## src/rtl/log_pkg.sv

```systemverilog
// ---------------------------------------------------------------------------
// log_pkg
// Shared constants and helpers for the log-compression stage.
//   GAIN_ONE        : unity gain in the unsigned Q8.8 config format
//   CFG_GAIN_WIDTH  : width of the per-channel gain register
//   lut_entry()     : elaboration-time generator for the fraction
//                     correction table, pure integer arithmetic so any
//                     tool can fold it to a constant
// ---------------------------------------------------------------------------
package log_pkg;

  localparam int CFG_GAIN_WIDTH = 16;
  localparam logic [CFG_GAIN_WIDTH-1:0] GAIN_ONE = 16'h0100;

  // Returns round((log2(1 + idx/2^lutBits) - idx/2^lutBits) * 2^fracBits).
  // log2 of the mantissa y (Q1.31) is extracted one bit at a time by
  // repeated squaring: whenever y^2 reaches 2 the next fraction bit is 1
  // and y is renormalised. 32 fraction bits leave ample margin for the
  // final rounding to fracBits.
  function automatic int lut_entry(input int idx, input int lutBits,
                                   input int fracBits);
    longint unsigned y;
    longint unsigned sq;
    longint unsigned acc;
    longint unsigned lin;
    longint unsigned diff;
    y   = (64'd1 << 31) + (64'(idx) << (31 - lutBits));
    acc = 64'd0;
    for (int b = 31; b >= 0; b--) begin
      sq = (y * y) >> 31;
      if (sq >= (64'd2 << 31)) begin
        acc = acc | (64'd1 << b);
        y   = sq >> 1;
      end else begin
        y = sq;
      end
    end
    lin  = 64'(idx) << (32 - lutBits);
    diff = acc - lin;
    return int'((diff + (64'd1 << (31 - fracBits))) >> (32 - fracBits));
  endfunction

endpackage

```

## src/rtl/log2_lod.sv

```systemverilog
// ---------------------------------------------------------------------------
// log2_lod
// Combinational leading-one detector and normaliser for the first stage.
//   data_i : unsigned sample
//   exp_o  : index of the most significant set bit (0 when data_i == 0)
//   frac_o : the FRAC_WIDTH bits just below the leading one, left-aligned
//            and zero-filled when fewer bits exist below it
// ---------------------------------------------------------------------------
module log2_lod #(
  parameter int DATA_WIDTH  = 16,
  parameter int FRAC_WIDTH  = 8,
  parameter int SHIFT_WIDTH = $clog2(DATA_WIDTH)
) (
  input  logic [DATA_WIDTH-1:0]  data_i,
  output logic [SHIFT_WIDTH-1:0] exp_o,
  output logic [FRAC_WIDTH-1:0]  frac_o
);

  localparam int NORM_WIDTH = DATA_WIDTH + FRAC_WIDTH;
  localparam logic [SHIFT_WIDTH-1:0] TOP_INDEX = SHIFT_WIDTH'(DATA_WIDTH - 1);

  logic [SHIFT_WIDTH-1:0] shiftAmt;
  logic [NORM_WIDTH-1:0]  norm;

  // The sample is padded with FRAC_WIDTH zeros and shifted so the leading
  // one lands in the top data bit; the bits beneath it then form the
  // mantissa. A zero sample stays zero, giving exp 0 and mantissa 0.
  always_comb begin
    exp_o = '0;
    for (int i = 0; i < DATA_WIDTH; i++) begin
      if (data_i[i]) exp_o = SHIFT_WIDTH'(i);
    end
    shiftAmt = TOP_INDEX - exp_o;
    norm     = {data_i, {FRAC_WIDTH{1'b0}}} << shiftAmt;
    frac_o   = FRAC_WIDTH'(norm >> (DATA_WIDTH - 1));
  end

endmodule

```

## src/rtl/log2_compress.sv

```systemverilog
// ---------------------------------------------------------------------------
// log2_compress
// Four-stage log-compression pipeline for the ultrasound envelope path.
//   S1 leading-one detect, S2 LUT fraction correction, S3 per-channel gain,
//   S4 per-channel offset + clamp to the display code width.
// Ports:
//   clk, reset            : clock, synchronous active-high reset
//   in_valid/in_ready     : input stream handshake
//   in_data/in_ch/in_last : sample, channel tag, end-of-line marker
//   cfg_we/cfg_ch         : config write strobe and target channel
//   cfg_gain/cfg_offset   : unsigned Q8.8 gain, signed offset in codes
//   clr_sat               : clears the sticky saturation flags
//   out_valid/out_ready   : output stream handshake
//   out_data/out_ch/out_last/out_sat : code, tags, per-sample clamp flag
//   sat_flags             : sticky per-channel saturation flags
// ---------------------------------------------------------------------------
module log2_compress
  import log_pkg::*;
#(
  parameter int DATA_WIDTH = 16,
  parameter int FRAC_WIDTH = 8,
  parameter int LUT_BITS   = 5,
  parameter int OUT_WIDTH  = 8,
  parameter int NUM_CH     = 4,
  parameter int GAIN_SHIFT = 12
) (
  input  logic                        clk,
  input  logic                        reset,
  input  logic                        in_valid,
  output logic                        in_ready,
  input  logic [DATA_WIDTH-1:0]       in_data,
  input  logic [$clog2(NUM_CH)-1:0]   in_ch,
  input  logic                        in_last,
  input  logic                        cfg_we,
  input  logic [$clog2(NUM_CH)-1:0]   cfg_ch,
  input  logic [CFG_GAIN_WIDTH-1:0]   cfg_gain,
  input  logic signed [OUT_WIDTH:0]   cfg_offset,
  input  logic                        clr_sat,
  output logic                        out_valid,
  input  logic                        out_ready,
  output logic [OUT_WIDTH-1:0]        out_data,
  output logic [$clog2(NUM_CH)-1:0]   out_ch,
  output logic                        out_last,
  output logic                        out_sat,
  output logic [NUM_CH-1:0]           sat_flags
);

  localparam int CH_WIDTH     = $clog2(NUM_CH);
  localparam int SHIFT_WIDTH  = $clog2(DATA_WIDTH);
  localparam int LOG_WIDTH    = SHIFT_WIDTH + FRAC_WIDTH;
  localparam int PROD_WIDTH   = LOG_WIDTH + CFG_GAIN_WIDTH;
  localparam int SCALED_WIDTH = PROD_WIDTH - GAIN_SHIFT;
  localparam int OFF_WIDTH    = OUT_WIDTH + 1;
  localparam int RES_WIDTH    =
    ((SCALED_WIDTH > OFF_WIDTH) ? SCALED_WIDTH : OFF_WIDTH) + 2;
  localparam int LUT_DEPTH    = 1 << LUT_BITS;
  localparam logic signed [RES_WIDTH-1:0] CODE_MAX =
    RES_WIDTH'((1 << OUT_WIDTH) - 1);

  // Per-channel configuration
  logic [CFG_GAIN_WIDTH-1:0] gain_q   [NUM_CH];
  logic signed [OUT_WIDTH:0] offset_q [NUM_CH];

  // Stage registers
  logic                    s1Valid_q, s2Valid_q, s3Valid_q, s4Valid_q;
  logic [CH_WIDTH-1:0]     s1Ch_q, s2Ch_q, s3Ch_q, s4Ch_q;
  logic                    s1Last_q, s2Last_q, s3Last_q, s4Last_q;
  logic [SHIFT_WIDTH-1:0]  s1Exp_q;
  logic [FRAC_WIDTH-1:0]   s1Frac_q;
  logic [LOG_WIDTH-1:0]    s2Log_q;
  logic [PROD_WIDTH-1:0]   s3Prod_q;
  logic [OUT_WIDTH-1:0]    s4Data_q;
  logic                    s4Sat_q;
  logic [NUM_CH-1:0]       satFlags_q;

  // Next-state values
  logic [SHIFT_WIDTH-1:0]  s1Exp_d;
  logic [FRAC_WIDTH-1:0]   s1Frac_d;
  logic [LOG_WIDTH-1:0]    s2Log_d;
  logic [PROD_WIDTH-1:0]   s3Prod_d;
  logic [OUT_WIDTH-1:0]    s4Data_d;
  logic                    s4Sat_d;
  logic [NUM_CH-1:0]       satFlags_d;

  logic                    advance;
  logic [FRAC_WIDTH-1:0]   lutRom [LUT_DEPTH];
  logic [LUT_BITS-1:0]     lutIdx;
  logic [FRAC_WIDTH:0]     fracSum;
  logic [FRAC_WIDTH-1:0]   fracSat;
  logic [SCALED_WIDTH-1:0] scaled;
  logic [RES_WIDTH-1:0]    offExt;
  logic signed [RES_WIDTH-1:0] resSum;
  logic [NUM_CH-1:0]       satSet;

  // The whole pipe moves as one: it may advance whenever the output slot is
  // free or being drained this cycle. Bubbles are carried, not squeezed.
  assign advance  = out_ready || !s4Valid_q;
  assign in_ready = advance && !reset;

  assign out_valid = s4Valid_q;
  assign out_data  = s4Data_q;
  assign out_ch    = s4Ch_q;
  assign out_last  = s4Last_q;
  assign out_sat   = s4Sat_q;
  assign sat_flags = satFlags_q;

  // Correction table, folded to constants at elaboration
  for (genvar g = 0; g < LUT_DEPTH; g++) begin : g_lut
    assign lutRom[g] = FRAC_WIDTH'(lut_entry(g, LUT_BITS, FRAC_WIDTH));
  end

  log2_lod #(
    .DATA_WIDTH  (DATA_WIDTH),
    .FRAC_WIDTH  (FRAC_WIDTH),
    .SHIFT_WIDTH (SHIFT_WIDTH)
  ) u_lod (
    .data_i (in_data),
    .exp_o  (s1Exp_d),
    .frac_o (s1Frac_d)
  );

  // S2: add the LUT correction indexed by the top mantissa bits; the sum can
  // exceed the fraction range near 2^(e+1), so it is pinned at all-ones.
  always_comb begin
    lutIdx  = s1Frac_q[FRAC_WIDTH-1 -: LUT_BITS];
    fracSum = {1'b0, s1Frac_q} + {1'b0, lutRom[lutIdx]};
    fracSat = fracSum[FRAC_WIDTH] ? {FRAC_WIDTH{1'b1}} : fracSum[FRAC_WIDTH-1:0];
    s2Log_d = {s1Exp_q, fracSat};
  end

  // S3: the gain register is read combinationally, so a write landing on the
  // same edge as the advance is seen only by later samples.
  always_comb begin
    s3Prod_d = PROD_WIDTH'(s2Log_q) * PROD_WIDTH'(gain_q[s2Ch_q]);
  end

  // S4: scale down, add the signed offset with headroom for both signs, then
  // clamp into the code range and flag any clamp.
  always_comb begin
    scaled = s3Prod_q[PROD_WIDTH-1:GAIN_SHIFT];
    offExt = {{(RES_WIDTH-OFF_WIDTH){offset_q[s3Ch_q][OUT_WIDTH]}}, offset_q[s3Ch_q]};
    resSum = $signed({{(RES_WIDTH-SCALED_WIDTH){1'b0}}, scaled}) + $signed(offExt);
    if (resSum < 0) begin
      s4Data_d = '0;
      s4Sat_d  = 1'b1;
    end else if (resSum > CODE_MAX) begin
      s4Data_d = '1;
      s4Sat_d  = 1'b1;
    end else begin
      s4Data_d = resSum[OUT_WIDTH-1:0];
      s4Sat_d  = 1'b0;
    end
  end

  // Sticky flags: a clear and a saturating load on the same edge leave the
  // saturating channel's bit set.
  always_comb begin
    satSet = '0;
    if (advance && s3Valid_q && s4Sat_d) satSet = NUM_CH'(1) << s3Ch_q;
    satFlags_d = (clr_sat ? '0 : satFlags_q) | satSet;
  end

  // Config, pipeline and flag registers. Reset drops anything in flight and
  // restores unity gain and zero offset on every channel.
  always_ff @(posedge clk) begin
    if (reset) begin
      for (int c = 0; c < NUM_CH; c++) begin
        gain_q[c]   <= GAIN_ONE;
        offset_q[c] <= '0;
      end
      s1Valid_q  <= 1'b0;
      s2Valid_q  <= 1'b0;
      s3Valid_q  <= 1'b0;
      s4Valid_q  <= 1'b0;
      s1Ch_q     <= '0;
      s2Ch_q     <= '0;
      s3Ch_q     <= '0;
      s4Ch_q     <= '0;
      s1Last_q   <= 1'b0;
      s2Last_q   <= 1'b0;
      s3Last_q   <= 1'b0;
      s4Last_q   <= 1'b0;
      s1Exp_q    <= '0;
      s1Frac_q   <= '0;
      s2Log_q    <= '0;
      s3Prod_q   <= '0;
      s4Data_q   <= '0;
      s4Sat_q    <= 1'b0;
      satFlags_q <= '0;
    end else begin
      if (cfg_we) begin
        gain_q[cfg_ch]   <= cfg_gain;
        offset_q[cfg_ch] <= cfg_offset;
      end
      if (advance) begin
        s1Valid_q <= in_valid;
        s1Ch_q    <= in_ch;
        s1Last_q  <= in_last;
        s1Exp_q   <= s1Exp_d;
        s1Frac_q  <= s1Frac_d;
        s2Valid_q <= s1Valid_q;
        s2Ch_q    <= s1Ch_q;
        s2Last_q  <= s1Last_q;
        s2Log_q   <= s2Log_d;
        s3Valid_q <= s2Valid_q;
        s3Ch_q    <= s2Ch_q;
        s3Last_q  <= s2Last_q;
        s3Prod_q  <= s3Prod_d;
        s4Valid_q <= s3Valid_q;
        s4Ch_q    <= s3Ch_q;
        s4Last_q  <= s3Last_q;
        s4Data_q  <= s4Data_d;
        s4Sat_q   <= s4Sat_d;
      end
      satFlags_q <= satFlags_d;
    end
  end

endmodule

```

## config.mk

```make
export PLATFORM = sky130hd
export DESIGN_NAME = log2_compress
export DESIGN_NICKNAME = d
export VERILOG_FILES = /design/src/rtl/log_pkg.sv /design/src/rtl/log2_lod.sv /design/src/rtl/log2_compress.sv
export SDC_FILE = /design/constraint.sdc
export NUM_CORES = 1
export LEC_CHECK = 0
export BUFFER_PORTS_ARGS = -buffer_cell sky130_fd_sc_hd__buf_2
export CAP_MARGIN = 5
export CORE_UTILIZATION = 63
export CTS_CLUSTER_SIZE = 25
export DETAILED_ROUTE_END_ITERATION = 8
export PLACE_DENSITY = 0.88
export SYNTH_ARGS = -nofsm -noshare
export SYNTH_HDL_FRONTEND = slang
export SYNTH_SLANG_ARGS = --single-unit
```

## constraint.sdc

```tcl
create_clock -name clk -period 8.6 [get_ports clk]
set_input_delay 0.43 -clock clk [delete_from_list [all_inputs] [get_ports clk]]
set_output_delay 0.43 -clock clk [all_outputs]
set_load 0.02 [all_outputs]
```

==> flow_summary.ini, run 1 <==
[final_layout]
number_of_filler_cells_placed_in_the_layout = 1620
layout-drive-gt1-share = 0.104
mostFrequentLayoutCell = sky130_fd_sc_hd__nand2_1
finalNetCount = 1789
layout_utilization = 0.693
flow.area_growth_from_synthesis_pct = 7.70
layout_common_cells = sky130_fd_sc_hd__nand2_1, sky130_fd_sc_hd__inv_1, sky130_fd_sc_hd__and2_1, sky130_fd_sc_hd__fa_1, sky130_fd_sc_hd__edfxtp_1
num_antenna_cells = 0

[cts]
cts.clk_slew.worst_paths_ns = 0.08
cts_resized = 0
cts.path.max_buffers = 2
clock-sinks = 173
clock_tree_from_tritoncts = yes
post_cts_hold_buffer_count = 0
h_tree_levels = 4
clock_insertion_delay_at_the_later_pin_of_the_skew_report_ns = 0.45
cts_post_setup_buffers_inserted = 0
number_of_buffers_inserted_during_clock_tree_synthesis = 17
clock-root-buffer = sky130_fd_sc_hd__clkbuf_16

[route]
top_layer_used = met4
route.antenna.remaining_nets = 0
routed_wire_length_per_instance_um = 18.7
routed-wl-met2_mm = 17.0
detailed_routing_iteration_count_for_the_pre_antenna_repair_pass = 6
vias = 11000
drcViolationCount = 0
aggregate_routed_wire_length_mm = 33.8
iteration_0_drc_markers = 819
viasPerCell = 6.08
wl_met1_mm = 13.2
met3_length_mm = 2.55

[grt]
wire_length_of_the_first_global_routing_pass_mm = 55.8
global_route.usage.total = 0.301
initial_antenna_violation_count = 0
grt.overflow.total = 0
largest_net_degree_at_the_start_of_global_routing = 74
via_count_of_the_first_global_routing_pass = 11400

[timing]
period_share = 0.807
finalClockSkew_ns = 0.0134
postLayoutSetupSlackWorst_ns = 1.66
fin_crit_ns = 6.94
maxClockFrequency_mhz = 144
maxSlewHeadroom = 0.301
whs_ns = 0.232
timing.final.setup_violations = 0
timing_worst_slew_pin_value_ns = 1.04
setup_tns_ns = 0
timing.final.max_slew_violations = 0
rsz0062_at_grt = no
final_hold_viol_count = 0

[synthesis]
post-synth-top-area-cell = sky130_fd_sc_hd__edfxtp_1
synth.avg_cell_area_um2 = 9.80
sequential_to_total_area_share_from_yosys_stat = 0.305
yosysWarningCount = 0
ys_ff_latch = 173
netlist.area_leader.share = 0.205
post_synth_instance_area_um2 = 14600
synth-edff-count = 100
synthCells = 1491
post_synth_num_cell_types = 77
synth_async_sr_flop_share = 0
synth_nets = 1772
post_synth_main_area_contributors = sky130_fd_sc_hd__edfxtp_1, sky130_fd_sc_hd__fa_1, sky130_fd_sc_hd__dfxtp_1
dominantRegCellSynth = sky130_fd_sc_hd__edfxtp_1

[critical_path]
worst-path-max-fanout = 12
worst-endpoint-required_ns = 8.93
startpoint_type = flop
worstSetupEndpointType = flop
crit_arrival_ns = 7.27
regToRegSetupSlack_ns = 1.66
path_class = reg -> reg

[floorplan]
boundaryPins = 70
std_cell_rows = 55
floorplan.initialDensity = 0.644
die_h_um = 154
die_area_um2 = 23800
core_area_um2 = 22700
die_w_um = 154

[job]
max_cap_viol_count = 0

[place]
place.detailed.hpwl_mm = 24.0
port_buffers = 69
place.gp.congestion = 0.907
detailedPlace.worstSlack_ns = 1.70

[power]
irDropWorstVdd_mv = 0.198
p_per_area_nw_per_um2 = 246
power.static_leakage_uw = 0.00695

[worst_hold_path]
hold_path.class = in -> reg

[status]
result_of_the_run = completed
## through the flow
stage | total power, uW | cell area, um^2 | std cells
final | 3870 | 15700 | 1806
after global routing | 4140 | 15700 | 1806
after CTS | 3860 | 15700 | 1806
after detailed placement | 3000 | 15100 | 1774
after global placement | 2910 | 15100 | 1774
after floorplan | 2490 | 14600 | 1491
## cell type report
cell class,count,area (um^2),area share
flip-flops and latches,173,4460,0.284
repair buffers,76,398,0.0253
multi-input cells,1044,9150,0.581
inverters,196,736,0.0467
well taps,285,357,0.0227
clock buffers,17,425,0.0270
clock inverters,15,215,0.0137
## worst max-delay path, cell delays in order (launching register included)
cell	delay (ns)
sky130_fd_sc_hd__dfxtp_1	0.84
sky130_fd_sc_hd__mux4_2	0.72
sky130_fd_sc_hd__and2_1	0.23
sky130_fd_sc_hd__fa_1	0.55
sky130_fd_sc_hd__inv_1	0.06
sky130_fd_sc_hd__fa_1	0.54
sky130_fd_sc_hd__inv_1	0.05
sky130_fd_sc_hd__fa_1	0.45
sky130_fd_sc_hd__fa_1	0.49
sky130_fd_sc_hd__inv_1	0.05
sky130_fd_sc_hd__fa_1	0.47
sky130_fd_sc_hd__inv_1	0.04
sky130_fd_sc_hd__ha_1	0.32
sky130_fd_sc_hd__a211oi_1	0.25
sky130_fd_sc_hd__o21ai_0	0.17
sky130_fd_sc_hd__a211oi_2	0.31
sky130_fd_sc_hd__a311oi_4	0.17
sky130_fd_sc_hd__a221o_2	0.46
sky130_fd_sc_hd__a21oi_4	0.20
sky130_fd_sc_hd__nor3b_1	0.08
sky130_fd_sc_hd__a2111oi_2	0.37
## synthesized netlist by cell type (4+ instances only)
library cell,n
sky130_fd_sc_hd__nand2_1,205
sky130_fd_sc_hd__inv_1,195
sky130_fd_sc_hd__and2_1,167
sky130_fd_sc_hd__fa_1,141
sky130_fd_sc_hd__edfxtp_1,100
sky130_fd_sc_hd__ha_1,88
sky130_fd_sc_hd__dfxtp_1,73
sky130_fd_sc_hd__nor2_1,63
sky130_fd_sc_hd__clkbuf_1,59
sky130_fd_sc_hd__a21oi_1,53
sky130_fd_sc_hd__a211oi_1,29
sky130_fd_sc_hd__mux4_2,25
sky130_fd_sc_hd__o21ai_0,24
sky130_fd_sc_hd__mux2i_1,17
sky130_fd_sc_hd__a31oi_1,14
sky130_fd_sc_hd__nor3_1,14
sky130_fd_sc_hd__xor2_1,14
sky130_fd_sc_hd__a21o_1,13
sky130_fd_sc_hd__xnor2_1,13
sky130_fd_sc_hd__buf_1,12
sky130_fd_sc_hd__nand2b_1,11
sky130_fd_sc_hd__nor2b_1,11
sky130_fd_sc_hd__o21a_1,11
sky130_fd_sc_hd__nand3_1,10
sky130_fd_sc_hd__o21ai_1,9
sky130_fd_sc_hd__o21bai_1,9
sky130_fd_sc_hd__a311oi_1,6
sky130_fd_sc_hd__nor4_1,6
sky130_fd_sc_hd__o22ai_1,6
sky130_fd_sc_hd__buf_2,5
sky130_fd_sc_hd__nor3b_1,5
sky130_fd_sc_hd__or4_1,5
sky130_fd_sc_hd__a221oi_1,4
sky130_fd_sc_hd__and4_1,4
sky130_fd_sc_hd__nand3b_1,4
sky130_fd_sc_hd__o41ai_1,4
sky130_fd_sc_hd__or2_2,4
sky130_fd_sc_hd__or3_1,4
## per-layer routing
| layer | up-vias | track usage |
|---|---|---|
| li1 | 5002 | - |
| met5 | - | 0 |
| met1 | 5353 | 0.374 |
| met4 | 0 | 0.118 |
| met3 | 95 | 0.0493 |
| met2 | 530 | 0.527 |
## state kept, by name (all words and copies together), names as in the netlist, named ones only
name,count
out_sat,1
s2Valid_q,1
s1Frac_q,8
out_last,1
s3Last_q,1
gain_q,64
s3Ch_q,2
s1Exp_q,4
s1Valid_q,1
sat_flags,4
s1Last_q,1
s3Prod_q,16
s2Last_q,1
offset_q,36
out_data,8
s1Ch_q,2
out_ch,2
out_valid,1
s2Log_q,12
s3Valid_q,1
s2Ch_q,2
## kinds of logic after synthesis
kind of cell,count (synthesis),share of synthesized area
AND/OR/NAND/NOR,526,0.181
buffers and inverters,274,0.0718
adder cells (fa/ha/maj),229,0.268
AO/OA/AOI/OAI,216,0.103
flip-flops,173,0.305
multiplexers,46,0.0543
XOR/XNOR,27,0.0162
## final timing paths
path                                         startpoint                         to  depth (start not counted)
worst min-delay path                           in_valid     s1Valid_q$_SDFFE_PP0N_                          3
worst min register to register  s1Exp_q[3]$_SDFFE_PP0N_   s2Log_q[11]$_SDFFE_PP0N_                          2
worst max-delay path                               flop  s3Prod_q[24]$_SDFFE_PP0N_                         20
worst max register to register                     flop  s3Prod_q[24]$_SDFFE_PP0N_                         20
## power by group
group	leakage, uW	internal, uW	switching [uW]
clock	0.000309	451	387
sequential	0.00158	964	100
combinational	0.00506	804	1160
(Power assumes the default switching activity.)
==> run 2, diff against run 1 <==
- clock period: 8.6 -> 6.45 ns (I/O delays scaled with it)
==> flow_summary.ini, run 2 (synthesized netlist as in run 1, its figures left out) <==
[final_layout]
stdcell_count = 1839
max_ffs_per_register = 64
num_antenna_cells = 0
number_of_filler_cells_placed_in_the_layout = 1561
layout_common_cells = sky130_fd_sc_hd__nand2_1, sky130_fd_sc_hd__inv_1, sky130_fd_sc_hd__and2_1, sky130_fd_sc_hd__fa_1, sky130_fd_sc_hd__edfxtp_1
layout-drive-gt1-share = 0.125
layout_top_registers = gain_q: 64 flops, offset_q: 36 flops, s3Prod_q: 16 flops
finalNetCount = 1822
flow.area_growth_from_synthesis_pct = 9.24
design_area_um2 = 16000
largest_register = gain_q
mostFrequentLayoutCell = sky130_fd_sc_hd__nand2_1

[timing]
postLayoutSetupSlackWorst_ns = 0.133
whs_ns = 0.120
maxClockFrequency_mhz = 158
fin_crit_ns = 6.32
timing.final.setup_violations = 0
finalClockSkew_ns = 0.0151
period_share = 0.979
final_hold_viol_count = 0
maxSlewHeadroom = 0.324
timing.final.max_slew_violations = 0
timing_worst_slew_pin_value_ns = 1.01

[cts]
clock_insertion_delay_at_the_later_pin_of_the_skew_report_ns = 0.45
cts.clk_slew.worst_paths_ns = 0.07
h_tree_levels = 4
clock-root-buffer = sky130_fd_sc_hd__clkbuf_16
clock-sinks = 173
number_of_buffers_inserted_during_clock_tree_synthesis = 17
cts.path.max_buffers = 2
clock_tree_from_tritoncts = yes

[power]
irDropWorstVdd_mv = 0.289
p_per_area_nw_per_um2 = 325
power.static_leakage_uw = 0.00710
post-layout-total-power_uw = 5180

[worst_hold_path]
holdPathEnd = s1Valid_q$_SDFFE_PP0N_
hold_path.class = in -> reg
timing.hold.worst_path_depth = 3
start_point_of_the_worst_min_delay_path = in_valid

[floorplan]
die_w_um = 154
die_h_um = 154
core_area_um2 = 22700
boundaryPins = 70
floorplan.initialDensity = 0.644
std_cell_rows = 55
die_area_um2 = 23800

[critical_path]
worst-endpoint-required_ns = 6.79
worstSetupEndpointType = flop
crit_arrival_ns = 6.66
startpoint_type = flop
path_class = reg -> reg
destination_of_the_worst_register_to_register_timing_path = s3Prod_q[24]$_SDFFE_PP0N_
worst-path-max-fanout = 12
length_in_cells_of_the_worst_reg_to_reg_path = 20
regToRegSetupSlack_ns = 0.13

[place]
postPlaceCellArea_um2 = 15300
port_buffers = 69
place.detailed.hpwl_mm = 25.0
detailedPlace.worstSlack_ns = 0.128
place.gp.congestion = 0.956
place.detailed.instances = 1802

[grt]
initial_antenna_violation_count = 0
global_route.usage.total = 0.308
wire_length_of_the_first_global_routing_pass_mm = 57.2
via_count_of_the_first_global_routing_pass = 11400
grt.overflow.total = 0
largest_net_degree_at_the_start_of_global_routing = 74

[route]
route.antenna.remaining_nets = 0
aggregate_routed_wire_length_mm = 35.6
viasPerCell = 6.12
detailed_routing_iteration_count_for_the_pre_antenna_repair_pass = 5
iteration_0_drc_markers = 1058
vias = 11300
drcViolationCount = 0
routed_wire_length_per_instance_um = 19.4

[status]
result_of_the_run = completed

[job]
max_cap_viol_count = 0
[run 2: cell type report]
type / count / area, um^2 / share of cell area
Tap cell: 285 / 357 / 0.0223
Sequential cell: 173 / 4460 / 0.280
Inverter: 196 / 736 / 0.0461
Clock buffer: 17 / 425 / 0.0266
Timing Repair Buffer: 109 / 653 / 0.0409
Multi-Input combinational cell: 1044 / 9150 / 0.573
Clock inverter: 15 / 183 / 0.0114
[run 2: worst max path at each step]
stage | from | endpoint | slack, ns
after floorplan | flop | s3Prod_q[23]$_SDFFE_PP0N_ | 0.16
after global placement | flop | s3Prod_q[23]$_SDFFE_PP0N_ | 0.28
after detailed placement | flop | s3Prod_q[24]$_SDFFE_PP0N_ | 0.13
after CTS | flop | s3Prod_q[24]$_SDFFE_PP0N_ | 0.11
after global routing | flop | s3Prod_q[24]$_SDFFE_PP0N_ | -0.09
final | flop | s3Prod_q[24]$_SDFFE_PP0N_ | 0.13
[run 2: per-stage QoR]
step / setup TNS (ns) / utilization
6_report: 0 / 0.703
5_1_grt: -0.263 / 0.703
4_1_cts: 0 / 0.700
3_5_place_dp: 0 / 0.674
3_3_place_gp: 0 / 0.674
2_1_floorplan: 0 / -
[run 2: what timing repair did]
item,CTS,global route
resized for setup,0,7
buffers inserted,0,5
hold buffers,0,0
setup endpoints to repair,0,5
[run 2: where the power goes]
part	switching (uW)	total (uW)	internal, uW
sequential	119	1400	1290
combinational	1610	2720	1110
clock	535	1060	528
[run 2: worst max-delay path, cell delays in order (launching register included)]
cell and delay (ns):
sky130_fd_sc_hd__dfxtp_1 0.35, sky130_fd_sc_hd__buf_6 0.22, sky130_fd_sc_hd__mux4_2 0.64, sky130_fd_sc_hd__buf_4 0.21, sky130_fd_sc_hd__and2_1 0.19, sky130_fd_sc_hd__fa_1 0.60
sky130_fd_sc_hd__fa_1 0.45, sky130_fd_sc_hd__fa_1 0.46, sky130_fd_sc_hd__fa_1 0.49, sky130_fd_sc_hd__inv_1 0.05, sky130_fd_sc_hd__fa_1 0.48, sky130_fd_sc_hd__inv_1 0.04
sky130_fd_sc_hd__ha_1 0.31, sky130_fd_sc_hd__o21ai_1 0.15, sky130_fd_sc_hd__nand2_1 0.11, sky130_fd_sc_hd__a211oi_2 0.31, sky130_fd_sc_hd__a311oi_4 0.15, sky130_fd_sc_hd__a221o_2 0.42
sky130_fd_sc_hd__a21oi_4 0.17, sky130_fd_sc_hd__nor3b_1 0.08, sky130_fd_sc_hd__a2111oi_2 0.34
[run 2: routing by layer]
metal,global-route usage,routed length [um],share of wire
met1,0.392,13500,0.38
met2,0.527,17900,0.50
met5,0,0,0
met4,0.133,1300,0.037
met3,0.0443,2940,0.082
